==> src/rtl/mem_arbiter.sv <==
// Arbiter and sequencer sharing one variable-latency memory port between IF fetch and MEM load/store.
// Optional feature: define ARB_TIMEOUT_EN to abort accesses whose ramAck never arrives.
module mem_arbiter #(
  parameter int ADDR_W     = 32,
  parameter int DATA_W     = 32,
  parameter int STARVE_MAX = 4,
  parameter int TIMEOUT    = 15
) (
  input  logic              clk,
  input  logic              rst_n,
  input  logic              ifReq,
  input  logic [ADDR_W-1:0] ifAddr,
  output logic [DATA_W-1:0] ifData,
  output logic              ifReady,
  output logic              ifStall,
  input  logic              memRead,
  input  logic              memWrite,
  input  logic [ADDR_W-1:0] memAddr,
  input  logic [DATA_W-1:0] memWData,
  output logic [DATA_W-1:0] memRData,
  output logic              memReady,
  output logic              memStall,
  output logic              ramReq,
  output logic              ramWe,
  output logic [ADDR_W-1:0] ramAddr,
  output logic [DATA_W-1:0] ramWData,
  input  logic [DATA_W-1:0] ramRData,
  input  logic              ramAck,
  output logic              busy,
  output logic              error
);

  localparam int SW = $clog2(STARVE_MAX + 1);
  localparam logic [SW-1:0] STARVE_LIM = SW'(STARVE_MAX);

  typedef enum logic [1:0] {
    IDLE,
    GRANT_IF,
    GRANT_MEM
`ifdef ARB_TIMEOUT_EN
    , ABORT
`endif
  } state_t;

  state_t        state, next_state;
  logic [SW-1:0] starve_cnt;
  logic          if_pend, mem_pend;
  logic          grant_if, grant_mem, done;

`ifdef ARB_TIMEOUT_EN
  localparam int WW = (TIMEOUT < 16) ? 4 : $clog2(TIMEOUT + 1);
  localparam logic [WW-1:0]     TIMEOUT_LIM = WW'(TIMEOUT - 1);
  localparam logic [DATA_W-1:0] ABORT_DATA  = DATA_W'(32'hDEADBEEF);
  logic [WW-1:0] wait_cnt;
  logic          timeout_hit;
`else
  assign error = 1'b0;
`endif

  // A requester in its ready cycle has just been served and must not be re-granted.
  assign if_pend  = ifReq & ~ifReady;
  assign mem_pend = (memRead | memWrite) & ~memReady;
  assign ifStall  = if_pend;
  assign memStall = mem_pend;
  assign ramReq   = (state == GRANT_IF) || (state == GRANT_MEM);
  assign busy     = (state != IDLE);

  always_comb begin
    // NOTE: every signal driven here gets a default first, so no path can infer a latch.
    next_state = state;
    grant_if   = 1'b0;
    grant_mem  = 1'b0;
    done       = 1'b0;
`ifdef ARB_TIMEOUT_EN
    timeout_hit = 1'b0;
`endif
    case (state)
      IDLE: begin
        if (mem_pend && (!if_pend || starve_cnt < STARVE_LIM)) begin
          next_state = GRANT_MEM;
          grant_mem  = 1'b1;
        end else if (if_pend) begin
          next_state = GRANT_IF;
          grant_if   = 1'b1;
        end
      end
      GRANT_IF, GRANT_MEM: begin
        if (ramAck) begin
          next_state = IDLE;
          done       = 1'b1;
        end
`ifdef ARB_TIMEOUT_EN
        else if (wait_cnt == TIMEOUT_LIM) begin
          next_state  = ABORT;
          timeout_hit = 1'b1;
        end
`endif
      end
`ifdef ARB_TIMEOUT_EN
      ABORT: next_state = IDLE;
`endif
      default: next_state = IDLE;
    endcase
  end

  always_ff @(posedge clk) begin
    // NOTE: registered state uses non-blocking assignments; reset is synchronous, seen only at the edge.
    if (!rst_n) begin
      state      <= IDLE;
      starve_cnt <= '0;
      ramWe      <= 1'b0;
      ramAddr    <= '0;
      ramWData   <= '0;
      ifData     <= '0;
      memRData   <= '0;
      ifReady    <= 1'b0;
      memReady   <= 1'b0;
`ifdef ARB_TIMEOUT_EN
      wait_cnt   <= '0;
      error      <= 1'b0;
`endif
    end else begin
      state    <= next_state;
      ifReady  <= 1'b0;
      memReady <= 1'b0;

      if (grant_mem) begin
        ramAddr  <= memAddr;
        ramWData <= memWData;
        ramWe    <= memWrite;
        if (starve_cnt != STARVE_LIM) starve_cnt <= starve_cnt + 1'b1;
      end else if (state == IDLE) begin
        starve_cnt <= '0;
      end

      if (grant_if) begin
        ramAddr  <= ifAddr;
        ramWData <= '0;
        ramWe    <= 1'b0;
      end

      // ramWe still holds the granted direction, so a completed write leaves memRData alone.
      if (done) begin
        ramWe <= 1'b0;
        if (state == GRANT_IF) begin
          ifData  <= ramRData;
          ifReady <= 1'b1;
        end else begin
          memReady <= 1'b1;
          if (!ramWe) memRData <= ramRData;
        end
      end

`ifdef ARB_TIMEOUT_EN
      if (timeout_hit) begin
        ramWe <= 1'b0;
        error <= 1'b1;
        if (state == GRANT_IF) begin
          ifData  <= ABORT_DATA;
          ifReady <= 1'b1;
        end else begin
          memReady <= 1'b1;
          if (!ramWe) memRData <= ABORT_DATA;
        end
      end
      if (grant_if || grant_mem || done) wait_cnt <= '0;
      else if (ramReq) wait_cnt <= wait_cnt + 1'b1;
`endif
    end
  end

endmodule

==> config.mk <==
export PLATFORM = sky130hd
export DESIGN_NAME = mem_arbiter
export DESIGN_NICKNAME = d
export VERILOG_FILES = /design/src/rtl/mem_arbiter.sv
export SDC_FILE = /design/constraint.sdc
export NUM_CORES = 1
export LEC_CHECK = 0
export BUFFER_PORTS_ARGS = -buffer_cell sky130_fd_sc_hd__buf_2
export CAP_MARGIN = 20
export CORE_MARGIN = 3
export CORE_UTILIZATION = 48
export DETAILED_ROUTE_END_ITERATION = 12
export PLACE_DENSITY = 0.84
export REMOVE_ABC_BUFFERS = 1
export SLEW_MARGIN = 5
export SYNTH_ARGS = -nofsm -noshare
export SYNTH_HDL_FRONTEND = slang
export SYNTH_SLANG_ARGS = --single-unit
==> constraint.sdc <==
create_clock -name clk -period 3.7 [get_ports clk]
set_clock_uncertainty 0.05 [all_clocks]
set_input_delay 0.185 -clock clk [delete_from_list [all_inputs] [get_ports clk]]
set_output_delay 0.185 -clock clk [all_outputs]
set_load 0.1 [all_outputs]
==> results.md, run 1 <==
- The longest clock path from root to sink contains 2 buffers.
- met2 is the most crowded layer.
- On the critical path the largest part of the delay comes from simple AND/OR/NAND/NOR gates.
- The worst path meets setup with 1.072 ns of slack.
- The worst supply voltage drop on vdd is approximately 0.38 mV.
- In the finished design, the share of the clock period the worst path needs comes to ~70%.
- The cell area after synthesis is between 4000 and 5000 um^2.
- The die width is approximately 110 um.
- The H-tree was split into 4 levels.
- TritonCTS built the clock tree.
- The pin count of the biggest net entering global routing is 67.
- The clock period could shrink to roughly 2.6 ns.
- The remaining number of nets flagged by the antenna check after routing is 0.
- Of the cells placed in the final design, the portion with a size suffix greater than 1 is around a third.
- The proportion of power drawn by flip-flops and latches is between 30% and 40%.
- The routed length per placed instance is roughly 20 um.
- The signal on the critical path passes through inv_1 > ha_1 > and3_4 > and3_1 > a221o_1 > dlygate4sd3_1.
- Routability-driven placement finished with a final weighted congestion of 0.8431.
- After synthesis, the share of cell area in mux cells is less than 1%.
- The classification of the worst setup path is flop to flop.
- Detailed routing inserted a total of ~6.3k vias.
- Internal power comes to between 3 and 4 mW.
- After the first detailed-routing iteration, the DRC count stood at between 500 and 600.
- At the later pin of the worst-skew pair, clock insertion delay measures about 0.51 ns.
- For this run, the detailed router's first-pass iteration total came to 6.
- The via count of the first global-routing pass is approximately 6.4k.
- After synthesis, flip-flops and latches occupy 54.91% of the total area.
- Together, buffers and inverters on the worst path number 2.
- The most used flip-flop cell after synthesis is dfxtp_1.
- The post-cts hold buffer count is between 100 and 150.
- The met1 track utilization from global routing is approximately two fifths.
- For this configuration, the core starts out at a cell density of 50.04%.
- At the placement stage, the worst setup path has a slack of roughly 1.5 ns.
- The setup fix buffers added after clock tree synthesis is 0.
- Sorting the synthesized cells by area gives the leading types as dfxtp_1, nand2_1, a21oi_1.
- In this run the worst hold path is classified as input pin to flop.
- The initialized floorplan defines 36 standard-cell rows.
- In the routed layout, each cell is associated on average with a via count of approximately 5.7.
- The final hold violation count was 0.
- The async set or reset register ratio after synthesis is 0%.
- The net switching power is 2.446 mW.
- The leakage power total is 3.997 nW.
- The number of different library cells in the post-synthesis netlist is 34.
- The type of element launching the critical path is a flop.
- The total routing usage reported by global routing is a little under two fifths.
- Yosys printed 0 warnings.
- The synthesized design contains 0 enable-type register cells.
- The area overhead of the layout relative to synthesis is 66.01%.
- The cell sitting at the root of the clock tree is a clkbuf_8.
- The simple logic cell fraction of the synthesized area is 21.15%.
- The worst setup path is captured at a flop.
- The share of synthesized area in the top cell type comes to between 50% and 60%.
- The first global-routing pass estimated 33.49 mm of wire.
- The commonest cells after synthesis are nand2_1, dfxtp_1, a21oi_1, and3_1, clkbuf_1.
- 270 I/O pins were placed.
- The adder-cell share of the synthesized area is under 10%.
- The final layout contains routed wiring with a total length of 22.06 mm.
- The flow ran to the end, and the final reports show no timing, DRC or antenna violations.
- The largest total area in the synthesized netlist belongs to dfxtp_1.
- The total count of max-transition violations in the final report is 0.
- In the synthesized netlist, the number of instances is between 500 and 600.
- The xor/xnor cell area share of the yosys netlist is 0%.
- The arrival time at the worst endpoint is around 3.0 ns.
- Setup repair after global routing left no endpoint under its margin.
- The number of nets in the final layout is between 1k and 1.5k.
- The tool flagged a number of max-cap violations equal to 0.
- The met2 global-route usage is a little over 60%.
- The number of antenna violations at the first check in global routing was 3.
- The transition time of the tightest slew-check pin is 0.6733 ns.
- The biggest cell delay along the critical path is approximately 0.7 ns.
- The maximum fanout count along the critical path is 66.
- The die height is approximately 110 um.
- The register bit total from synthesis is between 100 and 150.
- A synthesized cell averages approximately 8.5 um^2.
- Net switching is between 40% and 50% of the power.
- Headroom to the max-slew limit came out at 55.11%.
- The proportion of power drawn by the clock network is roughly 28%.
- Summing the areas of all compound-gate instances in the mapped netlist gives about 18% of the synthesized area.
- nand2_1 is the most common cell in the netlist.
- TritonCTS created 17 clock buffers.
- After legalization and detailed placement, the total HPWL measured approximately 11 mm.
- The core outline area is 9910 um^2.
- Clock-pin slew was measured on the worst setup and hold paths at 0.06 ns.
- Overall power consumption after layout is estimated at 5.469 mW.
- The main combinational cell family by area after synthesis is simple AND/OR/NAND/NOR gates.
- The total of cells resized after clock tree synthesis is 0.
- Setup violations remaining at the end of the flow were counted as 0.
- The worst-path cell with the longest stage delay is and3_4.
- For this run, design rule violations remaining after detail routing come to 0.
- The die area is about 12000 um^2.
- In this run the power density over the cells is 664.4 nW/um^2.
- Static timing analysis puts the maximum clock frequency at roughly 380 MHz.
- The total overflow left after global routing is 0.
- The count of input and output buffers is around 270.
- The portion of total power attributed to combinational logic is 39.8%.
- The met3 global-route usage is roughly 17%.
- The clock net in this run drives a total of around 140 sinks.
- The data required time at the worst endpoint is slightly above 4 ns.
==> path summary, 6_finish.rpt <==
check | depth (start not counted) | slack (ns) | start | to
setup / recovery | 6 | 1.07 | state[1]$_SDFFE_PN0P_ | ramAddr[0]$_SDFFE_PN0P_
hold / removal | 4 | 0.1 | ifReq | starve_cnt[2]$_SDFFE_PN0P_
setup reg to reg | 6 | 1.07 | state[1]$_SDFFE_PN0P_ | ramAddr[0]$_SDFFE_PN0P_
hold reg to reg | 2 | 0.40 | ifData[15]$_SDFFE_PN0P_ | ifData[15]$_SDFFE_PN0P_
==> layer usage <==
layer	share of wire (%)	up-vias	wire length (um)
met4	6.8	2	1494
met3	12	146	2737
met5	0.059	-	13
met1	34	2860	7419
met2	47	525	10400
li1	-	2755	-
==> metrics by stage <==
step | std cells | setup TNS (ns) | instance area [um^2] | utilization [%] | hold slack, ns
floorplan | 538 | -8.350 | 4756 | - | 0.2542
global placement | 947 | 0 | 6344 | 64.02 | 0.3596
detailed placement | 947 | 0 | 6344 | 64.02 | 0.3641
CTS | 1109 | 0 | 8187 | 82.61 | 0.06128
global route | 1112 | 0 | 8232 | 83.07 | 0.1227
finish | 1112 | 0 | 8232 | 83.07 | 0.09608
==> flip-flops by register name, indices dropped and copies added, names as in the netlist <==
signal and count:
ifData 32, memRData 32, ramAddr 32, ramWData 32
starve_cnt 3, state 2, ifReady 1, memReady 1
ramWe 1
==> power by group through the flow <==
stage,Clock [mW],Sequential (mW),Combinational [mW]
after floorplan,0,2.83,0.432
after global placement,0,1.73,1.89
after detailed placement,0,1.74,1.92
after CTS,1.55,1.71,2.09
after global routing,1.64,1.75,2.24
final,1.56,1.73,2.18
==> cells in the final DEF, fill, tap and decap left out, types with 3 or more instances in the layout <==
| cell | n |
|---|---|
| ha_1 | 4 |
| nand2_1 | 197 |
| and3_1 | 34 |
| buf_4 | 8 |
| dfxtp_1 | 136 |
| nand3_1 | 3 |
| clkbuf_16 | 16 |
| clkinv_4 | 5 |
| a21oi_1 | 99 |
| buf_2 | 268 |
| inv_1 | 6 |
| a221o_1 | 32 |
| clkbuf_1 | 4 |
| dlygate4sd3_1 | 130 |
==> cell type report <==
| cell class | instances | area [um^2] |
|---|---|---|
| Antenna cell | 1 | 2.502 |
| Clock buffer | 22 | 442.9 |
| Clock inverter | 10 | 98.84 |
| Fill cell | 506 | 1678 |
| Inverter | 8 | 30.03 |
| Multi-Input combinational cell | 394 | 2023 |
| Sequential cell | 136 | 2723 |
| Tap cell | 133 | 166.4 |
| Timing Repair Buffer | 408 | 2745 |
==> tightest hold or removal path, stage by stage <==
cell and delay (ns):
buf_2 0.10, nand3b_1 0.13, nand3_1 0.12, a211oi_1 0.07
==> kinds of logic (layout without fill, tap and decap cells) <==
group / Yosys count / after routing
AOI/OAI and AO/OA: 140 / 140
adders and majority gates: 4 / 4
buffers and inverters: 54 / 448
DFF: 136 / 136
muxes: 2 / 2
other: 1 / 2
and+or+nand+nor: 247 / 247
Note: power is estimated with default switching activity, not from simulation.
==> inputs of run 2 (changes only) <==
- CORE_UTILIZATION: 48 -> 44
- PLACE_DENSITY: 0.84 -> 0.78
- clock period: 3.7 -> 2.56 ns (I/O delays scaled with it)
==> run 2 against run 1 <==
Compared with the run above: combinational power is 39% higher; total power is 46% higher; clock power is 59% higher; global-route usage is 6.5 points lower; count of clock-buffer cells in the layout is 4 higher; cell area is 1.4% lower; wire length is 12% lower; maximum frequency is 10% higher.
==> results.md, run 2 (synthesis results as in run 1) <==
- The peak clock frequency supported by timing is 419.8 MHz.
- The data required time at the worst endpoint is 2.85 ns.
- The portion of the clock cycle consumed by the worst path in the final layout is just over 90%.
- The type of the tightest min-delay check is input pin to flop.
- 270 I/O pins were placed.
- The final critical-path setup slack is between 0.15 and 0.2 ns.
- The total met3 wirelength after detailed routing is approximately 2.0 mm.
- The worst supply voltage drop on vdd is ~0.66 mV.
- The floorplan step defined a core boundary enclosing 10940 um^2.
- On the critical path, the stage with the largest delay is an instance of and3_4.
- The number of antenna violations at the first check in global routing is 0.
- The total routed wirelength is 19.44 mm.
- Cells with a size suffix above 1 make up roughly 33% of the layout.
- The initial core utilization is 45.34%.
- The number of clock buffers added by TritonCTS is 17.
- No sink is reached through more buffers than the 2 on the longest clock path.
- Global routing used a little under a third of the available tracks across all layers.
- The count of nets left with antenna violations once routing finished came out at 0.
- Wire segments on met2 add up to 9.439 mm in the final route.
- Leaving out fill and tap cells, the most frequent cell in the layout is buf_2.
- The routed metal-1 wirelength is 6.954 mm.
- The leakage power total is between 3 and 4 nW.
- In the final routed layout, each cell accounts on average for ~18 um.
- The maximum fanout count along the critical path is 57.
- The transition time of the tightest slew-check pin is a little under 0.7 ns.
- The net count of the finished layout is roughly 1.1k.
- The root cell of the clock tree is clkbuf_16.
- The pin count of the biggest net entering global routing is 68.
- Across the run, the number of max-cap violations was 0.
- Walking the worst path, the cells encountered are inv_1 > ha_1 > and3_4 > and3_1 > a221o_1 > dlygate4sd3_1.
- The area overhead of the layout relative to synthesis is 63.76%.
- At the end of the flow the core is filled with cells to ~74%.
- The instance count after placement with tap cells included is 957.
- The time the final worst path needs with I/O delays and setup is ~2.4 ns.
- The worst hold slack is between 0.02 and 0.03 ns.
- The TritonCTS clock tree is done.
- The filler cells instantiated in the layout total ~760.
- From bottom edge to top edge, the die measures roughly 110 um.
- At the worst endpoint, the arrival time is 2.67 ns.
- The largest single stage delay on the critical path is between 0.6 and 0.7 ns.
- The die area is ~13000 um^2.
- The global-route wire length before repair is about 31 mm.
- The type of element launching the critical path is a flop.
- The highest layer used for signal routing is met4.
- STA classifies the critical path endpoint as a flop.
- The average vias per placed instance is roughly 5.3.
- In the layout the commonest cells are buf_2, nand2_1, dfxtp_1.
- The detailed-route DRC error count is 0.
- The count of antenna diodes in the layout is 0.
- The clock-pin slew on the worst setup and hold paths is ~0.05 ns.
- The count of input and output buffers is 268.
- The clock reaches the later pin of the worst-skew pair after ~0.40 ns.
- Once the clock tree was built, the resizer swapped 0 gates to a different size.
- The via count is ~5.8k.
- Routability-driven placement finished with a final weighted congestion of between 0.8 and 0.9.
- After the flow finishes, the layout carries non-filler instances totaling 1102.
- The worst setup slack after placement is 0.6872 ns.
- The via count of the first global-routing pass is a little under 6k.
- The die width is roughly 110 um.
- In this run the number of H-tree levels came out at 4.
- The flow ran to the end, and the final reports show no timing, DRC or antenna violations.
- The final hold violation count is 0.
- The row count is 38.
- The TritonCTS sink count is about 140.
- For this run the aggregate overflow at the end of global routing stands at 0.
- The power per cell area is 982.9 nW/um^2.
- Setup repair after global routing left no endpoint under its margin.
- The classification of the worst setup path is flop to flop.
- Once detailed placement completed, the half-perimeter wirelength came to around 11 mm.
- Setup violations remaining at the end of the flow were counted as 0.
- For this run, the detailed router's first-pass iteration total came to 5.
- Headroom to the max-slew limit came out at 53.87%.
- The total count of max-transition violations in the final report was 0.
- The number of DRC markers after the initial detailed-route iteration is 564.
run 2: cell types whose count changed in the layout (fill, tap and decap cells not counted):
cell / delta
dlygate4sd3_1: -17
buf_16: -1
buf_8: -1
buf_4: +3
clkinv_4: -5
diode_2: -1
clkbuf_8: +5
bufinv_16: +1
clkbuf_1: -2
clkbuf_16: +1
run 2: final timing paths:
kind / slack [ns] / to / from / depth (start not counted)
setup / recovery: 0.18 / ramAddr[12]$_SDFFE_PN0P_ / state[1]$_SDFFE_PN0P_ / 6
hold / removal: 0.03 / ramAddr[23]$_SDFFE_PN0P_ / memAddr[23] / 3
setup reg to reg: 0.18 / ramAddr[12]$_SDFFE_PN0P_ / state[1]$_SDFFE_PN0P_ / 6
hold reg to reg: 0.40 / memRData[19]$_SDFFE_PN0P_ / memRData[19]$_SDFFE_PN0P_ / 2
run 2: cell type report:
cell class | count | area (um^2) | area share, %
clock inverter | 6 | 85.08 | 1.048
multi-input combinational | 394 | 2023 | 24.92
inverter | 8 | 30.03 | 0.3698
sequential | 136 | 2723 | 33.53
tap | 140 | 175.2 | 2.157
timing repair buffer | 392 | 2555 | 31.46
clock buffer | 26 | 529.3 | 6.518
run 2: what timing repair did:
item	in CTS	in global routing
setup buffers	0	0
endpoints found under the hold margin	130	0
hold buffers	113	0
run 2: per-stage QoR:
step | TNS (ns) | cell area [um^2] | power [mW]
global route | 0 | 8120 | 8.242
CTS | 0 | 8120 | 7.948
finish | 0 | 8120 | 7.982
detailed placement | 0 | 6375 | 5.289
global placement | 0 | 6375 | 5.270
floorplan | -99.72 | 4756 | 4.721
run 2: worst max-delay path: cells and delay by family (launching register included):
kind	cells	cell delay, ns
adder cells (fa/ha/maj)	1	0.32
buffers and inverters	2	0.65
AO/OA/AOI/OAI	1	0.12
flip-flops	1	0.29
AND/OR/NAND/NOR	2	0.87
run 2: power by group:
group | switching [mW] | internal, mW
clock network | 0.864 | 1.62
registers | 0.129 | 2.36
logic | 2.39 | 0.632
total | 3.38 | 4.60
run 2: layer usage:
metal | global-route usage, % | vias to the layer above
li1 | - | 2710
met1 | 33.41 | 2633
met2 | 51.85 | 384
met3 | 11.05 | 79
met4 | 17.31 | 0
met5 | 0 | -
==> inputs of run 3 (changes only) <==
- CORE_UTILIZATION: 44 -> 48
- CTS_CLUSTER_SIZE: not set -> 20
- PLACE_DENSITY: 0.78 -> 0.84
- clock period: 2.56 -> 2.9 ns (I/O delays scaled with it)
==> run 3 against run 2 <==
Compared with the run above: setup slack improved by 0.091 ns; core utilization increased by 8.9 points; cell area increased by 1.5%; clock power decreased by 13%; total power decreased by 11%; global-route usage increased by 8.4 points; non-clock buffer count increased by 15; via count increased by 9.2%; largest power group unchanged; cell count increased by 0.73%.
==> results.md, run 3 (synthesis results as in run 1) <==
- The type of the tightest min-delay check is input pin to flop.
- The length of the first detailed-routing pass in iterations is 9.
- The biggest cell delay along the critical path is around 0.70 ns.
- The via count is 6339.
- STA puts the critical path data required time at between 3 and 4 ns.
- The number of buffers and inverters on the critical path is 2.
- In this run the worst path has a maximum fanout of 66.
- The half-perimeter wire length after detailed placement is ~11 mm.
- In this run the vertical extent of the chip is 107.6 um.
- Setup repair after global routing left no endpoint under its margin.
- At the worst endpoint, the arrival time is 3.02 ns.
- CTS built an H-tree with a depth of 4.
- The share of the core filled with cells in the final layout is around 83%.
- The number of antenna violations at the first check in global routing is 0.
- The pin count of the biggest net entering global routing is 67.
- The core outline area is 9910 um^2.
- The first global-routing pass estimated between 30 and 40 mm of wire.
- The kind of cell adding the most delay to the critical path is simple AND/OR/NAND/NOR gates.
- By startpoint and endpoint, the worst setup path is classified as flop to flop.
- The sum of overflow across all layers after global routing is 0.
- Hold repair after CTS inserted 130 buffers.
- The row count is 36.
- The type of element launching the critical path is a flop.
- TritonCTS built the clock tree.
- Clock tree synthesis inserted a total of 17 buffers.
- Fill cells in the final layout number between 500 and 600.
- The leakage power total is about 4 nW.
- In this run, the number of DRC markers left after iteration 0 of detailed routing was 691.
- Across every metal layer, demand over resource in global routing totals 39.16%.
- The via count of the first global-routing pass is around 6.4k.
- The time the final worst path needs with I/O delays and setup is approximately 2.6 ns.
- The initial core utilization is between 50% and 60%.
- CTS saw between 100 and 150 sinks.
- The root cell of the clock tree is clkbuf_8.
- The count of input and output buffers is 268.
- The tool flagged a number of max-cap violations equal to 0.
- Dividing the detail-routed wire length by the instance count gives a little over 20 um.
- The remaining number of nets flagged by the antenna check after routing is 0.
- The clock latency on the worst-skew pair is about 0.5 ns.
- The total negative setup slack is 0 ns.
- Summed over all layers, the routed wires come to 22.58 mm.
- The peak clock frequency supported by timing is ~380 MHz.
- The power per cell area is 866.7 nW/um^2.
- The kind of capture point of the worst setup path is a flop.
- The clock-pin slew on the worst setup and hold paths is 0.06 ns.
- The final hold violation count is 0.
- In the routed layout, each cell is associated on average with a via count of approximately 5.7.
- The run finished with clean final reports.
- The leading cell type in the layout, fill and taps excluded is buf_2.
- The total of cells resized after clock tree synthesis is 0.
- The area overhead of the layout relative to synthesis is 66.16%.
- The floorplan step set the die width to approximately 110 um.
- The final critical path takes up 90.72% of the cycle.
- Among all stages on the critical path, the largest delay is contributed by and3_4.
- The final weighted congestion in routability-driven placement is between 0.8 and 0.9.
- Walking the worst path, the cells encountered are inv_1 > ha_1 > and3_4 > and3_1 > a221o_1 > dlygate4sd3_1.
- The worst supply voltage drop on vdd is ~0.41 mV.
- The relative slew slack is around 30%.
- For this design the top-level I/O count stands at between 200 and 300.
- The detailed-route DRC error count is 0.
- The maximum root-to-sink buffer count is 2.
- Leaving out fill and tap cells, the most frequent cells in the layout are buf_2, nand2_1, dfxtp_1.
- The die covers approximately 12000 um^2.
- The number of nets in the final layout is between 1k and 1.5k.
- The share of final-layout standard cells stronger than drive strength 1 is about a third.
- The total count of max-transition violations in the final report came to 0.
- Once the clock tree was built, the setup fixing pass inserted 0 buffers.
- Setup violations remaining at the end of the flow were counted as 0.
- The transition time of the tightest slew-check pin is roughly 1.1 ns.
run 3: through the flow:
| stage | power, mW | area, um^2 | cells | hold WS (ns) | setup slack, ns |
|---|---|---|---|---|---|
| 5_1_grt | 7.334 | 8237 | 1109 | 0.1027 | 0.2107 |
| 3_5_place_dp | 4.666 | 6351 | 948 | 0.3248 | 0.7043 |
| 4_1_cts | 7.004 | 8237 | 1109 | 0.02413 | 0.4650 |
| 2_1_floorplan | 4.168 | 4756 | 538 | 0.2142 | -1.061 |
| 3_3_place_gp | 4.624 | 6351 | 948 | 0.3190 | 0.8455 |
| 6_report | 7.141 | 8239 | 1110 | 0.09483 | 0.2691 |
run 3: worst reg2reg max path: cells and delay by family (launching register included):
kind / cells / cell delay (ns)
AOI/OAI and AO/OA: 1 / 0.17
adders and majority gates: 1 / 0.36
buffers and inverters: 2 / 0.67
DFF: 1 / 0.30
and+or+nand+nor: 2 / 1.04
run 3: power breakdown:
| group | total [mW] | switching (mW) | internal (mW) |
|---|---|---|---|
| clock network | 2.15 | 0.819 | 1.33 |
| logic | 2.78 | 2.18 | 0.603 |
| registers | 2.22 | 0.138 | 2.08 |
| total | 7.14 | 3.13 | 4.01 |
run 3: area by class of cell:
type | instances | area, um^2 | share of cell area [%]
sequential | 136 | 2723 | 33.04
timing repair buffer | 407 | 2710 | 32.89
multi-input combinational | 394 | 2023 | 24.56
clock buffer | 19 | 431.7 | 5.239
tap | 133 | 166.4 | 2.020
clock inverter | 12 | 152.6 | 1.853
inverter | 8 | 30.03 | 0.3645
antenna | 1 | 2.502 | 0.03037
run 3: metal layers:
metal  vias to the layer above  global-route usage, %  routed length [um]
met3                       148                  16.50                2883
met5                         -                      0                   0
li1                       2743                      -                   -
met4                         0                  25.97                1589
met2                       566                  61.63               10450
met1                      2882                  42.99                7653
run 3: path summary, 6_finish.rpt:
path,startpoint,slack [ns],cells past startpoint,end
worst min-delay path,ifReq,0.09,4,starve_cnt[2]$_SDFFE_PN0P_
worst min register to register,ifData[18]$_SDFFE_PN0P_,0.40,2,ifData[18]$_SDFFE_PN0P_
worst max-delay path,state[1]$_SDFFE_PN0P_,0.27,6,ramAddr[20]$_SDFFE_PN0P_
worst max register to register,state[1]$_SDFFE_PN0P_,0.27,6,ramAddr[20]$_SDFFE_PN0P_
